**config.mk**
```make
export PLATFORM = sky130hd
export DESIGN_NAME = doa_peak_search
export DESIGN_NICKNAME = d
export VERILOG_FILES = /design/src/rtl/doa_pkg.sv /design/src/rtl/doa_peak_search_peak_hold.sv /design/src/rtl/doa_peak_search.sv
export SDC_FILE = /design/constraint.sdc
export NUM_CORES = 1
export LEC_CHECK = 0
export BUFFER_PORTS_ARGS = -buffer_cell sky130_fd_sc_hd__buf_2
export CAP_MARGIN = 0
export CORE_MARGIN = 3
export CORE_UTILIZATION = 51
export DETAILED_ROUTE_END_ITERATION = 7
export PLACE_DENSITY = 0.77
export SYNTH_ARGS = -nofsm -noshare
export SYNTH_HDL_FRONTEND = slang
export SYNTH_SLANG_ARGS = --single-unit
```
**constraint.sdc**
```tcl
create_clock -name clk -period 3.9 [get_ports clk]
set_input_delay 0.195 -clock clk [delete_from_list [all_inputs] [get_ports clk]]
set_output_delay 0.195 -clock clk [all_outputs]
set_load 0.005 [all_outputs]
```
**src/rtl/doa_pkg.sv**
```systemverilog
// Shared constants, state encoding and elaboration helpers for the DOA peak search.
package doa_pkg;

    localparam int POWER_WIDTH_DEF = 32'sd71;
    localparam int N_ANGLES_DEF    = 32'sd181;
    localparam int ANGLE_BITS_DEF  = 32'sd8;
    localparam int N_SNAP_DEF      = 32'sd16;

    typedef enum logic [1:0] {
        ST_IDLE    = 2'd0,
        ST_ACCUM   = 2'd1,
        ST_COMPARE = 2'd2,
        ST_DONE    = 2'd3
    } state_e;

    // Ceiling log2, used to size the accumulator and the snapshot counter.
    function automatic int clog2(input int value);
        int result;
        int span;
        result = 32'sd0;
        span   = 32'sd1;
        while (span < value) begin
            span   = span * 32'sd2;
            result = result + 32'sd1;
        end
        return result;
    endfunction

endpackage

```
**src/rtl/doa_peak_search_peak_hold.sv**
```systemverilog
// Running maximum / argmax register. A forced load takes the first angle
// unconditionally; afterwards only a strictly greater value replaces the
// stored one, so on ties the earliest (lowest) index is kept.
module peak_hold #(
    parameter int VAL_W = 32'sd72,
    parameter int IDX_W = 32'sd8
) (
    input  logic             clk,
    input  logic             rst_n,
    input  logic             clr_i,
    input  logic             upd_i,
    input  logic             force_i,
    input  logic [VAL_W-1:0] val_i,
    input  logic [IDX_W-1:0] idx_i,
    output logic [VAL_W-1:0] max_o,
    output logic [IDX_W-1:0] max_idx_o
);

    logic [VAL_W-1:0] max_q;
    logic [IDX_W-1:0] max_idx_q;
    logic             load_s;

    // Decide whether the presented value becomes the new maximum.
    always_comb begin
        load_s = 1'b0;
        if (upd_i && (force_i || (val_i > max_q))) begin
            load_s = 1'b1;
        end else begin
            load_s = 1'b0;
        end
    end

    // Hold the running maximum and its index; clear has priority over update.
    always_ff @(posedge clk or negedge rst_n) begin
        if (!rst_n) begin
            max_q     <= '0;
            max_idx_q <= '0;
        end else if (clr_i) begin
            max_q     <= '0;
            max_idx_q <= '0;
        end else if (load_s) begin
            max_q     <= val_i;
            max_idx_q <= idx_i;
        end else begin
            max_q     <= max_q;
            max_idx_q <= max_idx_q;
        end
    end

    assign max_o     = max_q;
    assign max_idx_o = max_idx_q;

endmodule

```
**src/rtl/doa_peak_search.sv**
```systemverilog
// Direction-of-arrival peak search: sweeps the steering index, accumulates
// N_SNAP beam-power samples per angle and reports the strongest angle.
module doa_peak_search
    import doa_pkg::*;
#(
    parameter  int POWER_WIDTH = POWER_WIDTH_DEF,
    parameter  int N_ANGLES    = N_ANGLES_DEF,
    parameter  int ANGLE_BITS  = ANGLE_BITS_DEF,
    parameter  int N_SNAP      = N_SNAP_DEF,
    localparam int ACC_WIDTH   = POWER_WIDTH + clog2(N_SNAP)
) (
    input  logic                   clk,
    input  logic                   rst_n,
    input  logic                   start,
    input  logic                   abort,
    input  logic [POWER_WIDTH-1:0] pwr_in,
    input  logic                   pwr_valid,
    output logic                   pwr_ready,
    output logic [ANGLE_BITS-1:0]  steer_idx,
    output logic                   busy,
    output logic                   done,
    output logic                   peak_valid,
    output logic [ANGLE_BITS-1:0]  peak_idx,
    output logic [ACC_WIDTH-1:0]   peak_pwr
);

    // Snapshot counter needs at least one bit even when N_SNAP is 1.
    localparam int SNAP_BITS = (clog2(N_SNAP) > 32'sd0) ? clog2(N_SNAP) : 32'sd1;
    localparam logic [SNAP_BITS-1:0]  LAST_SNAP  = SNAP_BITS'(N_SNAP - 32'sd1);
    localparam logic [ANGLE_BITS-1:0] LAST_ANGLE = ANGLE_BITS'(N_ANGLES - 32'sd1);

    state_e                  state_q;
    logic [ANGLE_BITS-1:0]   steer_q;
    logic [ACC_WIDTH-1:0]    acc_q;
    logic [ACC_WIDTH-1:0]    acc_d;
    logic [SNAP_BITS-1:0]    snap_q;
    logic                    ready_q;
    logic                    busy_q;
    logic                    done_q;
    logic                    peak_valid_q;
    logic [ANGLE_BITS-1:0]   peak_idx_q;
    logic [ACC_WIDTH-1:0]    peak_pwr_q;

    logic                    hs_s;
    logic                    clr_s;
    logic                    upd_s;
    logic                    force_s;
    logic [ACC_WIDTH-1:0]    max_s;
    logic [ANGLE_BITS-1:0]   max_idx_s;

    // Handshake, accumulator next value and control strobes for the peak tracker.
    always_comb begin
        hs_s    = ready_q & pwr_valid;
        acc_d   = acc_q + ACC_WIDTH'(pwr_in);
        clr_s   = 1'b0;
        upd_s   = 1'b0;
        force_s = (steer_q == '0);
        if (state_q == ST_IDLE) begin
            clr_s = start & ~abort;
            upd_s = 1'b0;
        end else begin
            clr_s = abort;
            upd_s = (state_q == ST_COMPARE) & ~abort;
        end
    end

    peak_hold #(
        .VAL_W (ACC_WIDTH),
        .IDX_W (ANGLE_BITS)
    ) u_peak_hold (
        .clk       (clk),
        .rst_n     (rst_n),
        .clr_i     (clr_s),
        .upd_i     (upd_s),
        .force_i   (force_s),
        .val_i     (acc_q),
        .idx_i     (steer_q),
        .max_o     (max_s),
        .max_idx_o (max_idx_s)
    );

    // Scan sequencer: state, counters, accumulator and all registered outputs.
    always_ff @(posedge clk or negedge rst_n) begin
        if (!rst_n) begin
            state_q      <= ST_IDLE;
            steer_q      <= '0;
            acc_q        <= '0;
            snap_q       <= '0;
            ready_q      <= 1'b0;
            busy_q       <= 1'b0;
            done_q       <= 1'b0;
            peak_valid_q <= 1'b0;
            peak_idx_q   <= '0;
            peak_pwr_q   <= '0;
        end else begin
            done_q <= 1'b0;
            if (abort && (state_q != ST_IDLE)) begin
                // Cancel: drop partial results and return to idle without a done pulse.
                state_q      <= ST_IDLE;
                steer_q      <= '0;
                acc_q        <= '0;
                snap_q       <= '0;
                ready_q      <= 1'b0;
                busy_q       <= 1'b0;
                peak_valid_q <= 1'b0;
            end else begin
                case (state_q)
                    ST_IDLE: begin
                        steer_q <= '0;
                        ready_q <= 1'b0;
                        busy_q  <= 1'b0;
                        if (abort) begin
                            peak_valid_q <= 1'b0;
                            state_q      <= ST_IDLE;
                        end else if (start) begin
                            acc_q        <= '0;
                            snap_q       <= '0;
                            peak_valid_q <= 1'b0;
                            busy_q       <= 1'b1;
                            ready_q      <= 1'b1;
                            state_q      <= ST_ACCUM;
                        end else begin
                            state_q <= ST_IDLE;
                        end
                    end
                    ST_ACCUM: begin
                        if (hs_s) begin
                            acc_q <= acc_d;
                            if (snap_q == LAST_SNAP) begin
                                snap_q  <= '0;
                                ready_q <= 1'b0;
                                state_q <= ST_COMPARE;
                            end else begin
                                snap_q <= snap_q + SNAP_BITS'(1);
                            end
                        end else begin
                            acc_q  <= acc_q;
                            snap_q <= snap_q;
                        end
                    end
                    ST_COMPARE: begin
                        // The peak tracker samples acc_q on this same edge.
                        if (steer_q == LAST_ANGLE) begin
                            ready_q <= 1'b0;
                            state_q <= ST_DONE;
                        end else begin
                            steer_q <= steer_q + ANGLE_BITS'(1);
                            acc_q   <= '0;
                            snap_q  <= '0;
                            ready_q <= 1'b1;
                            state_q <= ST_ACCUM;
                        end
                    end
                    ST_DONE: begin
                        peak_idx_q   <= max_idx_s;
                        peak_pwr_q   <= max_s;
                        peak_valid_q <= 1'b1;
                        done_q       <= 1'b1;
                        busy_q       <= 1'b0;
                        ready_q      <= 1'b0;
                        steer_q      <= '0;
                        state_q      <= ST_IDLE;
                    end
                    default: begin
                        state_q <= ST_IDLE;
                        steer_q <= '0;
                        ready_q <= 1'b0;
                        busy_q  <= 1'b0;
                    end
                endcase
            end
        end
    end

    assign pwr_ready  = ready_q;
    assign steer_idx  = steer_q;
    assign busy       = busy_q;
    assign done       = done_q;
    assign peak_valid = peak_valid_q;
    assign peak_idx   = peak_idx_q;
    assign peak_pwr   = peak_pwr_q;

endmodule

```
==> results of run 1 <==
logic make-up (layout without fill, tap and decap cells):
group	Yosys count	in the layout
AO/OA/AOI/OAI	589	589
AND/OR/NAND/NOR	414	414
buffers and inverters	175	332
XOR/XNOR	64	64
multiplexers	9	9
adder cells (fa/ha/maj)	156	156
flip-flops	259	259
registers in the layout, indices dropped and copies added (netlist names):
signal / count
steer_idx: 8
pwr_ready: 1
state_q: 2
peak_valid: 1
u_peak_hold.max_o: 75
acc_q: 75
peak_idx: 8
busy: 1
done: 1
u_peak_hold.max_idx_o: 8
peak_pwr: 75
snap_q: 4
stage by stage:
step | hold slack (ns) | util, %
6_report | 0.0438 | 59.0
5_1_grt | 0.0485 | 59.0
3_5_place_dp | 0.285 | 55.9
3_3_place_gp | 0.291 | 55.9
2_1_floorplan | -0.101 | -
4_1_cts | 0.0156 | 59.0
power by group through the flow:
stage | logic (mW) | clock network [mW] | registers [mW]
global placement | 5.88 | 0 | 3.53
global route | 6.84 | 2.84 | 3.57
detailed placement | 6.02 | 0 | 3.55
CTS | 6.08 | 2.72 | 3.51
floorplan | 4.44 | 0 | 3.41
finish | 6.14 | 2.66 | 3.51
cell usage in the layout, fill, tap and decap left out, types with 10 or more instances in the layout:
cell type	netlist	final
buf_4	1	12
nor2_1	63	62
a22o_1	88	88
ha_1	155	155
xor2_1	36	36
clkbuf_16	0	29
nor3_1	13	13
buf_2	2	169
nand3_1	22	22
a31oi_1	17	17
nand2_1	223	222
and3_1	14	14
o31ai_1	15	15
nand4_1	38	38
o21a_1	15	15
dfrtp_1	259	259
xnor2_1	28	28
inv_1	93	93
a21o_1	78	78
a21oi_1	110	110
o21ai_0	188	188
o21bai_1	14	14
o211ai_1	10	10
routing by layer:
metal	routed length [µm]	share of wire, %
met1	18500	46
met3	2710	6.7
met2	18200	45
met4	927	2.3
met5	0	0
final cells by class:
cell class,count,area [µm²],share of cell area [%]
multi-input cells,1232,8310,47.3
flip-flops and latches,259,6480,36.9
repair buffers,187,1030,5.86
clock buffers,37,786,4.47
well taps,390,488,2.78
inverters,93,349,1.99
clock inverters,15,135,0.769
repair_timing:
| item | in CTS | in global routing |
|---|---|---|
| endpoints found under the hold margin | 102 | 0 |
| setup endpoints to repair | 0 | 0 |
| hold buffers | 2 | 0 |
final timing paths:
check | start | to | slack [ns] | depth (start not counted)
worst max-delay path | acc_q[0] | acc_q[52] | 0.26 | 13
worst min-delay path | start | busy | 0.04 | 3
worst max register to register | acc_q[0] | acc_q[52] | 0.26 | 13
worst min register to register | peak_pwr[20] | peak_pwr[20] | 0.47 | 2
max in group asynchronous | rst_n | acc_q[23] | 2.60 | 3
min in group asynchronous | rst_n | peak_pwr[15] | 0.24 | 2
worst max-delay path, stage by stage, from the launching register on:
cell and delay, ns:
dfrtp_1 0.41, ha_1 0.23, fa_1 0.44, a211oi_1 0.26, nor2_1 0.12, o22a_1 0.25, a41o_1 0.32, nand3_1 0.12
nand2_1 0.11, a311oi_2 0.39, o21ai_1 0.21, a221oi_1 0.38, xor2_1 0.19, o21ai_1 0.08
==> impl_results.md, run 1 <==
- Min Clock Period, post-route: 3.64 ns
- Mean area per synthesized cell: slightly above 9 µm²
- Peak supply drop: around 0.00043 V
- Switch Pwr: 5.37 mW
- Multiplexer area fraction after synthesis: 0.655%
- Slew Limit Fails: 0
- Clock Path Buffers: 3
- Number of global-route vias before repair: 13000
- Die ar.: about 32000 µm²
- Post-synthesis adder-cell area fraction: approximately 13%
- Hold Crit Class: in -> reg
- Core region area: around 30000 µm²
- FF+latch count, synth: between 200 and 300
- Clk pwr share: between 20% and 30%
- Routed WL per cell: 18.2 µm
- Initial DRC count: approximately 1000
- Syn Nets: about 1900
- Total gr overflow: 0
- Top-area cell type share of the netlist area: a little over two fifths
- Synth cell count leaders: dfrtp_1 (259), nand2_1 (223), o21ai_0 (188)
- Combinational Power Share: between 40% and 50%
- NumNets Final: 2034
- Crit share post-route: 93.5%
- Initial antenna violation count: 0
- RSZ-0062 raised after global routing: no
- Via density: just under 6
- Final instance area: between 15000 and 20000 µm²
- Internal Power: just under 7 mW
- Switch share: 43.6%
- CP max FO: 4
- Setup TNS: 0 ns
- CP startpoint kind: flop
- Synthesized area: roughly 15000 µm²
- Final HPWL DP: just under 30000 µm
- Setup violations, final: 0
- Setup CP Type: reg -> reg
- Max cap viols: 0
- Post-CTS Setup Repair Bufs: 0
- Largest net degree at the start of global routing: around 100
- Grt peak-use layer: met2
- Sequential area share after synthesis: between 40% and 50%
- Rows: 63
- Starting Density: about half
- GR Layer Usage met1: between 30% and 40%
- Setup WS post-layout: ~0.26 ns
- Total number of vias: around 13000
- Main synth FF type: dfrtp_1
- CP Data Required Time: 4.32 ns
- Fin cells: approximately 2200
- Achievable Freq: ~0.27 GHz
- WP data arrival: slightly above 4 ns
- First-pass GRT wire length: 66800 µm
- Total power: ~12 mW
- Root buf cell: clkbuf_16
- H-tree Lvls: 1
- Synth Instances: roughly 1700
- Synth cell types: 61
- Synth area leaders: dfrtp_1 (42%), ha_1 (13%), o21ai_0 (6.1%), nand2_1 (5.4%), a22o_1 (5.0%)
- Pwr Density: ~700 nW/µm²
- RePlAce Congestion: 0.937
- Drc violations: 0
- CTS tree: yes
- Antenna cells: 0
- Worst skew pair latency: roughly 0.55 ns
- Critical path capture point type: flop
- Main combinational cell family by area after synthesis: compound AO/OA/AOI/OAI gates
- Clock slew at reported path FFs: roughly 0.070 ns
- First-pass DRT Iterations: 7
- Routed WL: 40300 µm
- Final ANT Viol Nets: 0
- Share of cells above drive strength 1: between 10 and 15%
- Worst-Margin Slew: 0.829 ns
- IO Port Bufs: 170
- Post-synthesis compound-gate area fraction: approximately a quarter
- Die W: roughly 180 µm
- # IOs: 171
- Final hold vios: 0
- Status: complete, no violations
- Area share of xor/xnor cells in the synthesized design: between 3 and 4%
- Area delta synth->final: 13.6%
- Fillers: approximately 2600
- Max_slew headroom: between 40% and 50%
- Post-synth EDFFs: 0
- Total CTS buffers: 29
- Placed Area: ~17000 µm²
- Top-count cell post-synth: dfrtp_1
- CTS resizes: 0
- Pre-CTS setup slack: roughly 0.33 ns
- YS warnings: 0
- Die H: roughly 180 µm
- Met2 GRT Util: a little under 40%
- Pleak: between 8 and 9 nW
- CTS sink count: 259
- Synth area leader: dfrtp_1
- Simple-Gate Fraction of Synth Area: a little under an eighth
- Dpl cells: 2159
- Seq pwr share: between 20% and 30%
- Synth async-reset ratio: between 90% and 100%
- Clock Skews: 0.0188 ns
- All-layer global routing usage: between 20% and 30%
- Met3 Use GR: between 3 and 4%
(Power assumes the default switching activity.)
==> run 2, diff against run 1 <==
--- a/config.mk
+++ b/config.mk
@@ -11,6 +11,7 @@
 export CORE_UTILIZATION = 51
 export DETAILED_ROUTE_END_ITERATION = 7
 export PLACE_DENSITY = 0.77
+export REMOVE_ABC_BUFFERS = 1
 export SYNTH_ARGS = -nofsm -noshare
 export SYNTH_HDL_FRONTEND = slang
 export SYNTH_SLANG_ARGS = --single-unit
==> impl_results.md, run 2 (synthesis results as in run 1) <==
- Status: complete, no violations
- Commonest non-fill, non-tap cells in the layout: dfrtp_1 (259), nand2_1 (222), o21ai_0 (188)
- Core region area: 29800 µm² (unchanged)
- Initial DRC count: 940 (-8.3%)
- Die W: 180 µm (unchanged)
- First-pass DRT Iterations: 5 (-2)
- Max cap viols: 0 (unchanged)
- WP data arrival: 4.13 ns (+0.07 ns)
- Routed WL: 40500 µm (+0.38%)
- Pwr Density: 706 nW/µm² (+0.77%)
- Drc violations: 0 (unchanged)
- CTS sink count: 259 (unchanged)
- Most common cell after layout, fill and taps aside: dfrtp_1
- IO Port Bufs: 170 (unchanged)
- Root buf cell: clkbuf_16
- Pleak: 8.99 nW (+0.77%)
- Final hold vios: 0 (unchanged)
- CP Data Required Time: 4.38 ns (+0.06 ns)
- RSZ-0062 raised after global routing: no
- Final ANT Viol Nets: 0 (unchanged)
- H-tree Lvls: 1 (unchanged)
- Peak supply drop: 0.000366 V (-14%)
- Critical path capture point type: flop
- # IOs: 171 (unchanged)
- Min Clock Period, post-route: 3.65 ns (+0.00224 ns)
- Total CTS buffers: 29 (unchanged)
- Crit share post-route: 93.5% (about the same)
- Setup violations, final: 0 (unchanged)
- Total number of vias: 13100 (-0.39%)
- Achievable Freq: 0.274 GHz (about the same)
- Rows: 63 (unchanged)
- CTS tree: yes
- Min Hold Slack: 0.0917 ns (+0.0480 ns)
- CP max FO: 48 (+44)
- RePlAce Congestion: 0.893 (-4.6%)
- Clock Skews: 0.0115 ns (-0.00735 ns)
- Routed WL per cell: 18.2 µm (about the same)
- CP startpoint kind: flop
- Share of cells above drive strength 1: 14.3% (+0.30 points)
- Die ar.: 32500 µm² (unchanged)
- Area delta synth->final: 14.4%
- Worst skew pair latency: 0.55 ns (about the same)
- Slew Limit Fails: 0 (unchanged)
- Setup TNS: 0 ns (unchanged)
- Final HPWL DP: 29300 µm (about the same)
- Post-CTS Setup Repair Bufs: 0 (unchanged)
- Setup CP Type: reg -> reg
- NumNets Final: 2038 (+0.20%)
- Number of global-route vias before repair: 12900 (-0.26%)
- Largest net degree at the start of global routing: 113 (+8.7%)
- Via density: 5.88 (-0.70%)
- Worst-Margin Slew: 0.843 ns (+0.0143 ns)
- Starting Density: 52.0% (unchanged)
- Hold Crit Class: in -> reg
- First-pass GRT wire length: 66900 µm (+0.19%)
- Clock Path Buffers: 3 (unchanged)
- Total gr overflow: 0 (unchanged)
- All-layer global routing usage: 24.5% (+0.026 points)
- Total power: 12.5 mW (+1.5%)
- Clock slew at reported path FFs: 0.06 ns (about the same)
- Initial antenna violation count: 3 (+3)
- Die H: 180 µm (unchanged)
- Max_slew headroom: 43.8% (-0.96 points)
[run 2: cell count changes in the layout (fill, tap and decap cells not counted), sizes merged]
cell         delta
clkinvlp        -2
clkinv          +1
diode           +3
bufinv          +1
dlygate4sd3     +1
buf             +3
[run 2: power by group]
group / switching [mW] / leakage (nW) / internal (mW) / total, mW
clock: 1.14 / 0.485 / 1.67 / 2.80
combinational: 3.83 / 4.92 / 2.37 / 6.20
sequential: 0.437 / 3.59 / 3.06 / 3.49
total: 5.41 / 8.99 / 7.10 / 12.5
[run 2: worst paths after layout]
kind                                    from                    end  slack, ns  depth (start not counted)
worst max-delay path               acc_q[33]  u_peak_hold.max_o[37]       0.25                         11
worst min-delay path               pwr_in[0]               acc_q[0]       0.09                          4
worst max register to register     acc_q[33]  u_peak_hold.max_o[37]       0.25                         11
worst min register to register  peak_pwr[11]           peak_pwr[11]       0.47                          2
max in group asynchronous              rst_n              acc_q[60]       2.65                          3
min in group asynchronous              rst_n            peak_idx[6]       0.31                          2
[run 2: cell type report]
| class | instances | area, µm² |
|---|---|---|
| Timing Repair Buffer | 191 | 1100 |
| Clock buffer | 37 | 816 |
| Fill cell | 2625 | 12100 |
| Tap cell | 390 | 488 |
| Clock inverter | 15 | 155 |
| Sequential cell | 259 | 6480 |
| Multi-Input combinational cell | 1232 | 8310 |
| Antenna cell | 3 | 7.51 |
| Inverter | 93 | 349 |
[run 2: layer usage]
metal / track usage [%] / wire length (µm) / vias up / part of all wire [%]
met5: 0 / 0 / - / 0
met4: 7.92 / 1150 / 0 / 2.8
met3: 2.85 / 2220 / 73 / 5.5
met2: 39.8 / 18900 / 396 / 47
met1: 34.4 / 18300 / 6309 / 45
li1: - / - / 6286 / -
[run 2: per-stage QoR]
step	cells	instance area, µm²	setup WS (ns)	util (%)
6_report	2220	17700	0.253	59.4
5_1_grt	2220	17700	0.0710	59.4
4_1_cts	2217	17700	0.301	59.4
3_5_place_dp	2162	16700	0.349	56.1
3_3_place_gp	2162	16700	0.407	56.1
2_1_floorplan	1584	15100	-1.48	-
[run 2: worst max-delay path, cell delays in order (launching register included)]
cell and delay [ns]:
dfrtp_1 0.41, ha_1 0.32, nand4_1 0.19, nor2_1 0.21
nand3_1 0.16, or4_1 0.56, or4_1 0.46, a21oi_1 0.30
nor2b_1 0.12, o31ai_4 0.31, buf_12 0.30, a22o_1 0.19
[run 2: timing repair]
item	4_1_cts	5_1_grt
hold buffers	3	0
hold endpoints to repair	110	0
gates resized for setup	0	0
==> run 3, diff against run 2 <==
--- a/config.mk
+++ b/config.mk
@@ -8,9 +8,9 @@
 export BUFFER_PORTS_ARGS = -buffer_cell sky130_fd_sc_hd__buf_2
 export CAP_MARGIN = 0
 export CORE_MARGIN = 3
-export CORE_UTILIZATION = 51
+export CORE_UTILIZATION = 35
 export DETAILED_ROUTE_END_ITERATION = 7
-export PLACE_DENSITY = 0.77
+export PLACE_DENSITY = 0.58
 export REMOVE_ABC_BUFFERS = 1
 export SYNTH_ARGS = -nofsm -noshare
 export SYNTH_HDL_FRONTEND = slang
==> impl_results.md, run 3 (synthesis results as in run 1) <==
- First-pass DRT Iterations: 5 (unchanged)
- Total CTS buffers: 30 (+3.4%)
- Fin cells: 2424 (+9.2%)
- NumNets Final: 2046 (+0.39%)
- Die W: 216 µm (+20%)
- Routed WL: 43800 µm (+8.2%)
- Storage element area: 6480 µm² (unchanged)
- Final HPWL DP: 32600 µm (+11%)
- Crit path launch: acc_q[32]
- Slew Limit Fails: 0 (unchanged)
- Peak supply drop: 0.000342 V (-6.6%)
- Fillers: 4337 (+65%)
- Setup TNS: 0 ns (unchanged)
- First-pass GRT wire length: 70600 µm (+5.6%)
- Most common cell after layout, fill and taps aside: dfrtp_1
- IO Port Bufs: 170 (unchanged)
- Drc violations: 0 (unchanged)
- Max cap viols: 0 (unchanged)
- CP Data Required Time: 4.39 ns (about the same)
- CTS tree: yes
- Setup WS post-layout: 0.242 ns (-0.0110 ns)
- Setup CP Type: reg -> reg
- Clock Path Buffers: 3 (unchanged)
- Reg-to-Reg End: u_peak_hold.max_o[2]
- Worst hold endpoint: pwr_ready
- Largest net degree at the start of global routing: 110 (-2.7%)
- Clock Skews: 0.0176 ns (+0.00616 ns)
- Setup violations, final: 0 (unchanged)
- Commonest non-fill, non-tap cells in the layout: dfrtp_1 (259), nand2_1 (222), o21ai_0 (188)
- Core region area: 43400 µm² (+46%)
- Hold Path Depth: 4 (unchanged)
- Pwr Density: 713 nW/µm² (+1.1%)
- WP data arrival: 4.15 ns (+0.02 ns)
- Multi-input gate area: 8320 µm² (+0.12%)
- R2r setup slk: 0.24 ns (about the same)
- Share of cells above drive strength 1: 14.9% (+0.57 points)
- Min-delay src: start
- Initial antenna violation count: 1 (-2)
- Total gr overflow: 0 (unchanged)
- CTS sink count: 259 (unchanged)
- Status: complete, no violations
- Dpl cells: 2364 (+9.3%)
- Routed WL per cell: 18.1 µm (-0.93%)
- Achievable Freq: 0.273 GHz (-0.30%)
- Starting Density: 35.7% (-16 points)
- CP startpoint kind: flop
- Pleak: 9.08 nW (+0.99%)
- Worst R2R Path Depth: 12 (+1)
- Hold Crit Class: in -> reg
- Rows: 76 (+21%)
- Final hold vios: 0 (unchanged)
- Die H: 216 µm (+20%)
- Root buf cell: clkbuf_16
- # IOs: 171 (unchanged)
- Max_slew headroom: 39.6% (-4.2 points)
- Total number of vias: 12900 (-1.5%)
- Crit share post-route: 93.8% (+0.28 points)
- RePlAce Congestion: 0.875 (-2.0%)
- Final ANT Viol Nets: 0 (unchanged)
- Via density: 5.31 (-9.7%)
- R2r startpoint: acc_q[32]
- Min Hold Slack: 0.0721 ns (-0.0197 ns)
- Worst-Margin Slew: 0.906 ns (+0.0631 ns)
- Worst skew pair latency: 0.57 ns (+0.02 ns)
- H-tree Lvls: 1 (unchanged)
- Clock slew at reported path FFs: 0.06 ns (about the same)
- CP max FO: 27 (-44%)
- All-layer global routing usage: 18.5% (-6.0 points)
- Initial DRC count: 959 (+2.0%)
- Number of global-route vias before repair: 12700 (-2.1%)
- Area delta synth->final: 17.2%
- Post-CTS Setup Repair Bufs: 0 (unchanged)
- Die ar.: 46800 µm² (+44%)
- Min Clock Period, post-route: 3.66 ns (+0.0110 ns)
- Pre-CTS setup slack: 0.0691 ns (-0.280 ns)
- RSZ-0062 raised after global routing: no
- Critical path capture point type: flop
run 3: cell types whose count changed in the layout (fill, tap and decap cells not counted), sizes merged:
cell / previous run / this run
buf: 188 / 195
bufinv: 3 / 4
clkbuf: 37 / 45
clkinv: 10 / 5
diode: 3 / 1
run 3: layout make-up:
class	instances	share of cell area, %
well taps	585	4.03
inverters	93	1.92
repair buffers	198	6.43
multi-input cells	1232	45.9
flip-flops and latches	259	35.7
clock buffers	45	5.12
clock inverters	11	0.883
diodes	1	0.0138
run 3: metal layers:
layer	wire (µm)	part of all wire [%]	GRT usage, %
met5	0	0	0
met4	875	2.0	4.53
met3	2040	4.7	2.65
met2	20000	46	29.7
met1	20900	48	26.3
run 3: worst max-delay path, cell delays in order (launching register included):
cell and delay [ns]:
dfrtp_1 0.42, ha_1 0.32, nand4_1 0.15, nor2_2 0.28
nand3_1 0.21, or4_1 0.65, or4_1 0.49, a21oi_2 0.24
nor2b_1 0.10, o31ai_4 0.19, buf_4 0.18, buf_12 0.18
a22o_1 0.17
run 3: worst max path at each step:
stage,end,slack (ns)
global route,acc_q[60],0.06
finish,u_peak_hold.max_o[2],0.24
detailed placement,u_peak_hold.max_o[18],0.07
floorplan,u_peak_hold.max_idx_o[0],-1.48
global placement,u_peak_hold.max_o[12],0.15
CTS,u_peak_hold.max_o[2],0.04
run 3: timing repair:
| action | CTS | global route |
|---|---|---|
| endpoints found under the hold margin | 108 | 0 |
| hold buffers | 3 | 0 |
| gates resized for setup | 0 | 3 |
| endpoints found under the setup margin | 0 | 84 |
run 3: where the power goes:
| group | leakage (nW) | switching [mW] | internal, mW | total, mW |
|---|---|---|---|---|
| clock | 0.535 | 1.17 | 1.90 | 3.07 |
| combinational | 4.95 | 3.87 | 2.51 | 6.38 |
| sequential | 3.59 | 0.441 | 3.06 | 3.50 |
run 3: per-stage QoR:
step | total power [mW] | utilization (%) | instance area, µm²
floorplan | 7.63 | - | 15100
global placement | 9.78 | 39.2 | 17000
detailed placement | 9.84 | 39.2 | 17000
CTS | 13.0 | 41.8 | 18100
global route | 13.9 | 41.8 | 18100
finish | 12.9 | 41.8 | 18100
